$ cat src/rtl/uart_spi_tx_router.sv
// -----------------------------------------------------------------------------
// uart_spi_tx_router
//   Outbound byte router. Takes one byte per valid/ready handshake together
//   with a path select. It then serialises the byte either as a UART 8N1 frame
//   (LSB first) or as an SPI mode-0 master transfer (MSB first, CS framed).
//
// Parameters
//   CLKS_PER_BIT    clk cycles per UART bit (>= 2)
//   SPI_HALF_PERIOD clk cycles per SCLK half-period (>= 1)
//
// Ports
//   clk, rst_n     system clock (rising edge), async active-low reset
//   sel            path select sampled at accept: 0 = UART, 1 = SPI
//   tx_data[7:0]   byte sampled at accept
//   tx_valid       byte offered
//   tx_ready       high iff idle; accept = tx_valid & tx_ready
//   busy           inverse of tx_ready
//   done           one-cycle pulse on transfer completion
//   uart_tx        UART line, idle high
//   spi_sclk       SPI clock, idle low
//   spi_mosi       SPI data out
//   spi_cs_n       SPI chip select, active low
// -----------------------------------------------------------------------------
module uart_spi_tx_router #(
    parameter int CLKS_PER_BIT    = 434,
    parameter int SPI_HALF_PERIOD = 4
) (
    input  logic       clk,
    input  logic       rst_n,
    input  logic       sel,
    input  logic [7:0] tx_data,
    input  logic       tx_valid,
    output logic       tx_ready,
    output logic       busy,
    output logic       done,
    output logic       uart_tx,
    output logic       spi_sclk,
    output logic       spi_mosi,
    output logic       spi_cs_n
);

    localparam int CW = (CLKS_PER_BIT > 1) ? $clog2(CLKS_PER_BIT) : 1;
    localparam int HW = $clog2(SPI_HALF_PERIOD + 1);

    localparam logic [CW-1:0] BIT_LAST  = CW'(CLKS_PER_BIT - 1);
    localparam logic [HW-1:0] HALF_LAST = HW'(SPI_HALF_PERIOD - 1);

    typedef enum logic [2:0] {
        IDLE,
        U_START,
        U_DATA,
        U_STOP,
        S_SETUP,
        S_SHIFT,
        S_HOLD
    } state_t;

    state_t        state;
    logic [7:0]    shreg;     // UART shifts right, SPI shifts left
    logic          path;      // latched sel: 1 = SPI transfer in flight
    logic [CW-1:0] bit_cnt;   // UART bit-time counter
    logic [HW-1:0] half_cnt;  // SCLK half-period counter
    logic [2:0]    bit_idx;   // UART data bit / SPI SCLK period index

    logic accept;
    logic phase_end;

    assign accept = tx_valid & tx_ready;

    // End of the current timing phase for whichever path is active.
    assign phase_end = path ? (half_cnt == HALF_LAST) : (bit_cnt == BIT_LAST);

    always_ff @(posedge clk or negedge rst_n) begin
        if (!rst_n) begin
            state    <= IDLE;
            shreg    <= 8'h00;
            path     <= 1'b0;
            bit_cnt  <= '0;
            half_cnt <= '0;
            bit_idx  <= 3'd0;
            tx_ready <= 1'b1;
            busy     <= 1'b0;
            done     <= 1'b0;
            uart_tx  <= 1'b1;
            spi_sclk <= 1'b0;
            spi_mosi <= 1'b0;
            spi_cs_n <= 1'b1;
        end else begin
            done <= 1'b0;
            case (state)
                IDLE: begin
                    bit_cnt  <= '0;
                    half_cnt <= '0;
                    bit_idx  <= 3'd0;
                    if (accept) begin
                        shreg    <= tx_data;
                        path     <= sel;
                        tx_ready <= 1'b0;
                        busy     <= 1'b1;
                        if (sel) begin
                            state    <= S_SETUP;
                            spi_cs_n <= 1'b0;
                            spi_mosi <= tx_data[7];
                        end else begin
                            state   <= U_START;
                            uart_tx <= 1'b0;
                        end
                    end
                end

                U_START: begin
                    if (phase_end) begin
                        bit_cnt <= '0;
                        state   <= U_DATA;
                        uart_tx <= shreg[0];
                        shreg   <= {1'b0, shreg[7:1]};
                    end else begin
                        bit_cnt <= bit_cnt + 1'b1;
                    end
                end

                U_DATA: begin
                    if (phase_end) begin
                        bit_cnt <= '0;
                        if (bit_idx == 3'd7) begin
                            bit_idx <= 3'd0;
                            state   <= U_STOP;
                            uart_tx <= 1'b1;
                        end else begin
                            bit_idx <= bit_idx + 3'd1;
                            uart_tx <= shreg[0];
                            shreg   <= {1'b0, shreg[7:1]};
                        end
                    end else begin
                        bit_cnt <= bit_cnt + 1'b1;
                    end
                end

                U_STOP: begin
                    if (phase_end) begin
                        bit_cnt  <= '0;
                        state    <= IDLE;
                        done     <= 1'b1;
                        tx_ready <= 1'b1;
                        busy     <= 1'b0;
                    end else begin
                        bit_cnt <= bit_cnt + 1'b1;
                    end
                end

                S_SETUP: begin
                    // MSB already on MOSI; first rise ends the setup phase.
                    if (phase_end) begin
                        half_cnt <= '0;
                        state    <= S_SHIFT;
                        spi_sclk <= 1'b1;
                    end else begin
                        half_cnt <= half_cnt + 1'b1;
                    end
                end

                S_SHIFT: begin
                    if (phase_end) begin
                        half_cnt <= '0;
                        if (spi_sclk) begin
                            // Falling edge: advance MOSI except after the
                            // last period, where data[0] is held.
                            spi_sclk <= 1'b0;
                            if (bit_idx != 3'd7) begin
                                spi_mosi <= shreg[6];
                                shreg    <= {shreg[6:0], 1'b0};
                            end
                        end else if (bit_idx == 3'd7) begin
                            // Low half of the 8th period is complete.
                            bit_idx <= 3'd0;
                            state   <= S_HOLD;
                        end else begin
                            bit_idx  <= bit_idx + 3'd1;
                            spi_sclk <= 1'b1;
                        end
                    end else begin
                        half_cnt <= half_cnt + 1'b1;
                    end
                end

                S_HOLD: begin
                    if (phase_end) begin
                        half_cnt <= '0;
                        state    <= IDLE;
                        spi_cs_n <= 1'b1;
                        spi_mosi <= 1'b0;
                        done     <= 1'b1;
                        tx_ready <= 1'b1;
                        busy     <= 1'b0;
                    end else begin
                        half_cnt <= half_cnt + 1'b1;
                    end
                end

                default: begin
                    state    <= IDLE;
                    tx_ready <= 1'b1;
                    busy     <= 1'b0;
                    uart_tx  <= 1'b1;
                    spi_sclk <= 1'b0;
                    spi_mosi <= 1'b0;
                    spi_cs_n <= 1'b1;
                end
            endcase
        end
    end

endmodule
$ cat config.mk
export PLATFORM = sky130hd
export DESIGN_NAME = uart_spi_tx_router
export DESIGN_NICKNAME = d
export VERILOG_FILES = /design/src/rtl/uart_spi_tx_router.sv
export SDC_FILE = /design/constraint.sdc
export NUM_CORES = 1
export LEC_CHECK = 0
export BUFFER_PORTS_ARGS = -buffer_cell sky130_fd_sc_hd__buf_4
export CORE_MARGIN = 5
export CORE_UTILIZATION = 55
export DETAILED_ROUTE_END_ITERATION = 10
export PLACE_DENSITY = 0.74
export SYNTH_ARGS = -nofsm -noshare
export SYNTH_HDL_FRONTEND = slang
export SYNTH_SLANG_ARGS = --single-unit
$ cat constraint.sdc
create_clock -name clk -period 2.3 [get_ports clk]
set_input_delay 0.345 -clock clk [delete_from_list [all_inputs] [get_ports clk]]
set_output_delay 0.345 -clock clk [all_outputs]
set_load 0.02 [all_outputs]
==> run summary <==
Entering global routing, the biggest net connects 35 pins. The count of buffers from port buffering is 18. The synthesized design contains 34 register bits. The cell that appears most often on the critical path is ha_1. In this run, distinct cell masters in the synthesized netlist total 61. The number of placed cells counting well taps is a little over 300. Counting flops with an async set or reset pin after synthesis yields a share of 100.0%. The first global-routing pass estimated ~9300 um of wire.

The cell row count is 23. The combined buffer and inverter count along the critical path is 0. The aggregate global routing overflow came out at 0. For this run, the post-layout net count is around 280. The number of gates resized after CTS was 0. The tightest hold path in the finished design has a slack of -0.01069 ns. The root buffer cell chosen for the clock tree is clkbuf_8.

The critical path startpoint category is a register. The number of levels in the clock H-tree came out at 2. For the final routed database, the setup TNS stands at 0 ns.

The x dimension of the die came out at 74.88 um. The peak fanout along the critical path is 8. The number of buffers between clock root and the deepest sink is 2. The fmax is just under 500 MHz. The critical path in this run is classified as reg2reg. The flow ran to the end, but the final reports show violations. The placeable core region is roughly 0.004 sq mm. The first detailed-routing pass ran for 4 iterations.

The mean routed wirelength per cell is approximately 18 um. The final reports fail on negative hold slack. For this design, the slowest cell found on the critical path is dfrtp_1. The initial antenna violation count was 0. Counting the fill cells in the layout gives 346. The synthesized area divided by synthesized cell count is approximately 9.5 sq um. The I/O pin count came out at 19. The critical path endpoint is shreg[3]. Sequential elements use a little under two fifths of the synthesized area.

The number of sinks driven by the clock tree is 34. The clock buffer count from CTS is 5. The number of stages on the worst setup path came out at 6. For this configuration, the core starts out at a cell density of 57.45%.

The final HPWL from detailed placement is a little under 4000 um. The slack of the worst reg-to-reg path is between 0.2 and 0.25 ns. The floorplan step defined a die boundary enclosing about 0.0056 sq mm. On the worst path, the slowest cell contributes a delay of 0.41 ns. The number of hold-repair buffers added at the cts stage came out at 0.

The synthesized netlist cell count is approximately 240. The final antenna-violating net count is 0. Among cell families on the critical path, the largest total delay comes from compound AO/OA/AOI/OAI gates. The routability congestion estimate came out at 0.8604. Setup repair after global routing left no endpoint under its margin. The worst clock skew on the final layout came out at 0.004953 ns. The count of flip-flops with a built-in enable after synthesis came out at 0. Clock latency on the worst-skew pair, taken at its later pin, is 0.29 ns. The number of cells traversed by the worst register-to-register path came out at 6.

The initial detailed-routing violation count came out at 174. The count of final hold-check violations is 5. The count of unresolved DRC violations after routing came out at 0. TritonCTS built the clock tree. The final worst-path cycle share came out at approximately nine tenths. The count of final setup violators came out at 0. The number of inserted diodes is 0. The detailed-route wire length is 5535 um.

The final route contains 1993 vias. The worst vdd rail ir drop is 0.3705 mV. During synthesis, Yosys emitted a total of 0 warnings. The critical path goes through ha_1, ha_1, nand3b_1, a21oi_1, o221a_4, mux2_4. The height of the die is approximately 75 um.

The number of pins exceeding their max-slew limit in the final report came out at 0. Headroom to the max-slew limit came out at 60.88%. From synthesis to final layout, the design area changed by 12.54%. The required time reported for the critical path endpoint is between 2 and 2.5 ns.

The endpoint kind of the worst setup timing path is a register. The number of setup buffers added after CTS is 0. Cells with a size suffix above 1 make up approximately a fifth of the layout. Clock-pin slew was measured on the worst setup and hold paths at 0.07 ns. The final period demand of the worst path is just over 2 ns. Summed over all cells, the static leakage comes to roughly 1.1 nW. The number of global-route vias before repair came out at 1912. The startpoint of the lowest-slack register-to-register path is bit_idx[0]. The global-route total usage across every layer is 21.68%. The endpoint identified for the worst register-to-register timing path is shreg[3]. In the synthesized netlist the dominant register cell turns out to be dfrtp_1. Dividing the detail-routed via count by the number of cells gives between 6 and 7.

For this design the ratio of total power to cell area is approximately 420 mW/mm^2. Data arrives at the worst endpoint at about 2.2 ns. At the pin with the least slew margin, the transition time is roughly 0.6 ns.

The worst min-delay path category is in2async. The post-layout instance count excluding filler cells is approximately 310. The critical path starts at bit_idx[0]. The number of maximum-capacitance violations is 0. The post-synthesis instance area is 0.002315 sq mm. The synthesized netlist net count is between 200 and 300.
[per-layer routing]
metal	wire, um	GRT usage (%)	vias up	part of all wire [%]
met5	0	0	-	0
met4	40	6.324	0	0.72
met3	215	3.605	5	3.9
met2	2529	32.50	46	46
met1	2750	32.18	991	50
li1	-	-	951	-
[cell families after synthesis]
kind of cell | share of synthesized area (%)
buf+inv | 5.135
simple gates | 19.68
fa+ha+maj | 3.730
mux | 9.568
compound gates | 23.46
xor+xnor | 1.514
flops | 36.92
[stage by stage]
step	total power, mW	hold WS [ns]	worst slack [ns]	util, %	instance area [sq um]
2_1_floorplan	0.6232	0.04941	0.3822	-	2315
3_3_place_gp	0.6541	0.3210	0.3162	62.39	2514
3_5_place_dp	0.6551	0.3205	0.2607	62.39	2514
4_1_cts	1.110	0.008378	0.2419	64.66	2605
5_1_grt	1.140	0.02912	0.09479	64.66	2605
6_report	1.105	-0.01069	0.2390	64.66	2605
[sequential cells by signal (all words and copies together) (netlist names), 3 cells and up]
register / flops
half_cnt: 3
bit_idx: 3
shreg: 8
state: 3
bit_cnt: 9
[worst register-to-register path, delay by kind of cell (launching register included)]
family          cells  cell delay, ns
mux                 1            0.32
compound gates      2            0.53
fa+ha+maj           2            0.48
simple gates        1            0.22
flops               1            0.41
[Yosys cell counts (4+ instances only)]
cell / count / share of area [%]
dfrtp_1: 31 / 34
nand2_1: 23 / 3.7
o21ai_0: 14 / 3.0
buf_2: 11 / 2.4
nand3_1: 11 / 2.4
nor2_1: 11 / 1.8
a21oi_1: 10 / 2.2
mux2i_1: 9 / 3.9
mux2_4: 8 / 5.2
nand2b_1: 8 / 2.2
nor3_1: 8 / 1.7
inv_1: 7 / 1.1
ha_1: 6 / 3.2
o311a_1: 6 / 2.6
o22ai_1: 5 / 1.4
a21o_1: 4 / 1.3
clkbuf_1: 4 / 0.65
nor2b_1: 4 / 1.1
[where the power goes]
part	switching (mW)	total, mW	internal, mW
sequential	0	0.598	0.598
clock	0.220	0.461	0.241
combinational	0.0235	0.0452	0.0217
[layout by cell type, fill, tap and decap left out, types with 4 or more instances in the layout]
| cell | count |
|---|---|
| inv_1 | 7 |
| dfrtp_1 | 31 |
| ha_1 | 6 |
| buf_4 | 30 |
| nand2_1 | 23 |
| nor2_1 | 11 |
| o22ai_1 | 5 |
| o311a_1 | 6 |
| o21ai_0 | 14 |
| a21o_1 | 4 |
| nor2b_1 | 4 |
| clkbuf_8 | 6 |
| nand2b_1 | 8 |
| nor3_1 | 8 |
| mux2_4 | 8 |
| nand3_1 | 11 |
| a21oi_1 | 10 |
| mux2i_1 | 9 |
[worst min path at each step]
stage	from	end	slack, ns
after CTS	rst_n	busy	0.008
after floorplan	rst_n	bit_cnt[0]	0.05
after global placement	rst_n	busy	0.32
after global routing	rst_n	busy	0.03
final	rst_n	busy	-0.01
after detailed placement	rst_n	busy	0.32
[final cells by class]
class	count	area (sq um)	area share (%)
clock buffers	7	86.33	3.314
clock inverters	1	5.005	0.1921
inverters	8	30.03	1.153
multi-input cells	184	1341	51.49
flip-flops and latches	34	854.6	32.80
well taps	50	62.56	2.402
repair buffers	30	225.2	8.646
(Power assumes the default switching activity.)
